File: src/rtl/mux_sel_reg.sv
// mux_sel_reg: NCH-way WIDTH-bit channel select with a one-deep registered
// result, EMPTY/FULL consume handshake, sticky error flags and a load counter.
module mux_sel_reg #(
  parameter int unsigned      WIDTH       = 5,
  parameter int unsigned      NCH         = 4,
  parameter logic [WIDTH-1:0] DEFAULT_VAL = {WIDTH{1'b0}},
  localparam int unsigned     SW          = $clog2(NCH)
) (
  input  logic                 clk,
  input  logic                 rst,
  input  logic [NCH*WIDTH-1:0] din,
  input  logic [SW-1:0]        sel,
  input  logic                 ld,
  input  logic                 ack,
  output logic [WIDTH-1:0]     r_comb,
  output logic [WIDTH-1:0]     r,
  output logic                 r_valid,
  output logic                 busy,
  output logic                 err_sel,
  output logic                 err_ovf,
  output logic [7:0]           ld_cnt
);

  typedef enum logic {
    EMPTY = 1'b0,
    FULL  = 1'b1
  } state_e;

  state_e           state_q, state_d;
  logic [WIDTH-1:0] r_q, r_d;
  logic [7:0]       cnt_q, cnt_d;
  logic             esel_q, esel_d;
  logic             eovf_q, eovf_d;
  logic [WIDTH-1:0] mux_s;
  logic             sel_legal_s;
  logic             busy_s;
  logic             accept_s;

  // Channel select; codes with no matching channel fall back to DEFAULT_VAL.
  always_comb begin
    mux_s       = DEFAULT_VAL;
    sel_legal_s = 1'b0;
    for (int k = 0; k < int'(NCH); k++) begin
      if (sel == SW'(k)) begin
        mux_s       = din[k*WIDTH +: WIDTH];
        sel_legal_s = 1'b1;
      end else begin
        mux_s       = mux_s;
        sel_legal_s = sel_legal_s;
      end
    end
  end

  assign busy_s   = (state_q == FULL) && !ack;
  assign accept_s = ld && !busy_s;

  // Next-state logic of the EMPTY/FULL holding register.
  always_comb begin
    state_d = state_q;
    case (state_q)
      EMPTY: begin
        if (accept_s) state_d = FULL;
        else          state_d = EMPTY;
      end
      FULL: begin
        if (ack && !ld) state_d = EMPTY;
        else            state_d = FULL;
      end
      default: state_d = EMPTY;
    endcase
  end

  // Result capture, load counting and sticky error flags.
  always_comb begin
    r_d    = r_q;
    cnt_d  = cnt_q;
    esel_d = esel_q;
    eovf_d = eovf_q;
    if (accept_s) begin
      r_d    = mux_s;
      cnt_d  = cnt_q + 8'd1;
      esel_d = esel_q | ~sel_legal_s;
    end else begin
      r_d    = r_q;
      cnt_d  = cnt_q;
      esel_d = esel_q;
    end
    if (ld && busy_s) eovf_d = 1'b1;
    else              eovf_d = eovf_q;
  end

  // State registers with asynchronous reset.
  always_ff @(posedge clk or posedge rst) begin
    if (rst) begin
      state_q <= EMPTY;
      r_q     <= DEFAULT_VAL;
      cnt_q   <= 8'd0;
      esel_q  <= 1'b0;
      eovf_q  <= 1'b0;
    end else begin
      state_q <= state_d;
      r_q     <= r_d;
      cnt_q   <= cnt_d;
      esel_q  <= esel_d;
      eovf_q  <= eovf_d;
    end
  end

  assign r_comb  = mux_s;
  assign r       = r_q;
  assign r_valid = (state_q == FULL);
  assign busy    = busy_s;
  assign err_sel = esel_q;
  assign err_ovf = eovf_q;
  assign ld_cnt  = cnt_q;

endmodule

File: config.mk
export PLATFORM = sky130hd
export DESIGN_NAME = mux_sel_reg
export DESIGN_NICKNAME = d
export VERILOG_FILES = /design/src/rtl/mux_sel_reg.sv
export SDC_FILE = /design/constraint.sdc
export NUM_CORES = 1
export LEC_CHECK = 0
export ABC_AREA = 1
export CORE_MARGIN = 2
export CORE_UTILIZATION = 39
export CTS_CLUSTER_SIZE = 14
export DETAILED_ROUTE_END_ITERATION = 6
export GPL_TIMING_DRIVEN = 0
export PLACE_DENSITY = 0.77
export SLEW_MARGIN = 20
export SYNTH_ARGS = -nofsm -noshare
export SYNTH_HDL_FRONTEND = slang
export SYNTH_SLANG_ARGS = --single-unit
export TNS_END_PERCENT = 5
File: constraint.sdc
create_clock -name clk -period 1.15 [get_ports clk]
set_clock_uncertainty 0.05 [all_clocks]
set_input_delay 0.115 -clock clk [delete_from_list [all_inputs] [get_ports clk]]
set_output_delay 0.115 -clock clk [all_outputs]
set_load 0.05 [all_outputs]
==> qor.yml <==
detailed_routing:
  drt_iter0_drc: 15
  detail-route-antenna-nets: 0
  first_pass_iters: 4
  vias: 1036
  wl_per_cell_um: 12.17
  drc_errors: 0
  postRouteWirelength_um: 2592
  viasPerCell: 4.864
run:
  drv_cap: 0
placed_design:
  dp_hpwl_um: 1849
  numPortBuffers: 45
  gp_congestion: 0.7151
  postPlaceCellArea_um2: 1463
grt:
  grt_pass1_wl_um: 3608
  grt.overflow.total: 0
  grt_pass1_vias: 888
  grtUsageTotal: 0.1746
  grt_max_degree: 17
  antenna_found_initial: 0
worst_setup_path:
  startpoint_type: "input pin"
  path_max_fanout: 2
  critPathKind: "in -> out"
  critPathCaptureType: "output port"
  critPathArrivalTime_ns: 1.04
  cp.required_ns: 0.99
synthesis:
  async_flop_share: 1.000
  syn_area_per_cell_um2: 7.362
  ys_top_cells_by_count: "nand2_1 (51), dfrtp_1 (16), nand3_1 (15)"
  synthesis.nets: 156
  synth_ff_type: "dfrtp_1"
  syn-instance-count: 129
  yosysSeqAreaShare: 0.4216
  synth_top_area_cell: "dfrtp_1"
  synth_area_um2: 949.7
  ys_ff_latch: 16
  yosysMostFrequentCell: "nand2_1"
  synth-edff-count: 0
  ys_warn_count: 0
  synth_cell_type_count: 21
  synthTopCellsByArea: "dfrtp_1 (42%), nand2_1 (20%), nand3_1 (7.9%), inv_1 (4.3%), and2_1 (3.3%)"
  synth_top_area_frac: 0.4216
floorplan:
  std_cell_rows: 17
  ios: 48
  dieWidth_um: 53.35
  initial_utilization: 0.4212
  core_um2: 2255
  fp.dieH_um: 53.35
  dieArea_um2: 2846
pwr:
  irDropWorstVdd_mv: 1.197
  p_sw_frac: 0.4583
  netSwitchingPower_mw: 1.157
  internal_power_mw: 1.367
  p_per_area_nw_per_um2: 1577
  total_power_mw: 2.524
  pwr-share-seq: 0.342
  p_clk_frac: 0.146
  p_leak_nw: 0.8475
  comb_power_share: 0.512
worst_hold_path:
  min-delay-path-class: "in -> async"
clock_network:
  clkSinkCount: 16
  cts_max_path_buffers: 2
  root_buffer: "clkbuf_4"
  cts_tree: "yes"
  clk_latency_ns: 0.28
  cts_buffers: 3
  path_clk_slew_ns: 0.09
  cts_hold_repair.buffers: 0
  h-tree-depth: 1
layout:
  n_antenna_cell: 0
  fin_nets: 213
  fin_util: 0.7098
  area_growth_pct: 68.51
  drive_gt1_frac: 0.3514
  final_cell_area_um2: 1600
sta:
  fmax_mhz: 832.8
  slew_viol_final: 0
  fin_crit_sh: 1.044
  setup_violations: 5
  tightest_slew_ns: 0.6102
  hold_viol_final: 0
  fin_crit_ns: 1.201
  holdWs_ns: 0.1450
  grt_setup_unrepaired: "true"
  maxSlewHeadroom: 0.5927
  worst_slack_ns: -0.05071
outcome:
  status: "complete, but fails checks"
  violations: "negative setup slack"
routing by layer:
layer	global-route usage	vias up	wire (um)
met2	0.3395	44	1369
met4	0.06410	0	27
met3	0.04520	4	246
li1	-	510	-
met1	0.1725	478	950
met5	0	-	0
what timing repair did:
action / 4_1_cts / 5_1_grt
gates resized for setup: 117 / 45
pin swaps: 9 / 18
cloned: 0 / 0
setup buffers: 0 / 7
endpoints found under the setup margin: 24 / 21
power groups by stage:
| stage | combinational (mW) | clock [mW] | sequential [mW] |
|---|---|---|---|
| floorplan | 0.403 | 0 | 1.27 |
| CTS | 1.25 | 0.378 | 0.857 |
| detailed placement | 1.27 | 0 | 0.866 |
| finish | 1.29 | 0.368 | 0.863 |
| global route | 1.38 | 0.400 | 0.886 |
| global placement | 1.23 | 0 | 0.861 |
sequential cells by signal, indices dropped and copies added, names as in the netlist:
signal   count
r_valid      1
err_ovf      1
r            5
err_sel      1
ld_cnt       8
final timing paths:
check,startpoint,to,slack (ns),cells after the start
min,rst,ld_cnt[7]$_DFFE_PP0P_,0.14,2
min reg2reg,err_sel$_DFFE_PP0P_,err_sel$_DFFE_PP0P_,0.43,1
max,din[9],r_comb[4],-0.05,5
min in group clk,sel[0],r[4]$_DFFE_PP0P_,0.22,5
max reg2reg,r_valid$_DFF_PP0_,ld_cnt[5]$_DFFE_PP0P_,0.04,6
max in group asynchronous,rst,ld_cnt[2]$_DFFE_PP0P_,0.48,2
layout make-up:
type | instances | area, um^2
Buffer | 4 | 33.78
Fill cell | 186 | 654.4
Multi-Input combinational cell | 96 | 529.3
Sequential cell | 16 | 410.4
Tap cell | 28 | 35.03
Inverter | 13 | 51.30
Timing Repair Buffer | 52 | 504.2
Clock buffer | 4 | 36.28
worst max-delay path, cell delays in order:
cell             delay [ns]
clkdlybuf4s50_1        0.40
o21ai_1                0.14
nand3_2                0.09
and2_4                 0.15
buf_8                  0.14
layout by cell type (no fill, tap or decap), types with 3 or more instances in the layout:
cell type	count
or2_1	4
clkbuf_4	6
dlymetal6s2s_1	9
clkdlybuf4s50_1	14
nand3_2	5
buf_6	3
nand2_1	50
inv_1	11
dfrtp_2	8
o21ai_1	5
buf_4	13
buf_8	5
and2_4	5
nor2_2	3
nand3_1	10
buf_2	6
dfrtp_1	8
logic make-up (layout without fill, tap and decap cells):
| kind of cell | Yosys count | after routing | synth area share |
|---|---|---|---|
| xor gates and xnor gates | 3 | 3 | 0.02767 |
| AOI/OAI and AO/OA | 7 | 7 | 0.03952 |
| adders and majority gates | 1 | 1 | 0.01317 |
| DFF | 16 | 16 | 0.4216 |
| and+or+nand+nor | 85 | 85 | 0.4111 |
| buffers and inverters | 17 | 73 | 0.08696 |
through the flow:
stage / std cells / setup TNS [ns] / worst slack (ns)
6_report: 213 / -0.1633 / -0.05071
5_1_grt: 213 / -0.4300 / -0.08397
4_1_cts: 206 / -0.8002 / -0.09209
3_5_place_dp: 202 / -8.575 / -0.7089
3_3_place_gp: 202 / -7.913 / -0.6851
2_1_floorplan: 129 / -0.2146 / -0.05271
Note: power is estimated with default switching activity, not from simulation.
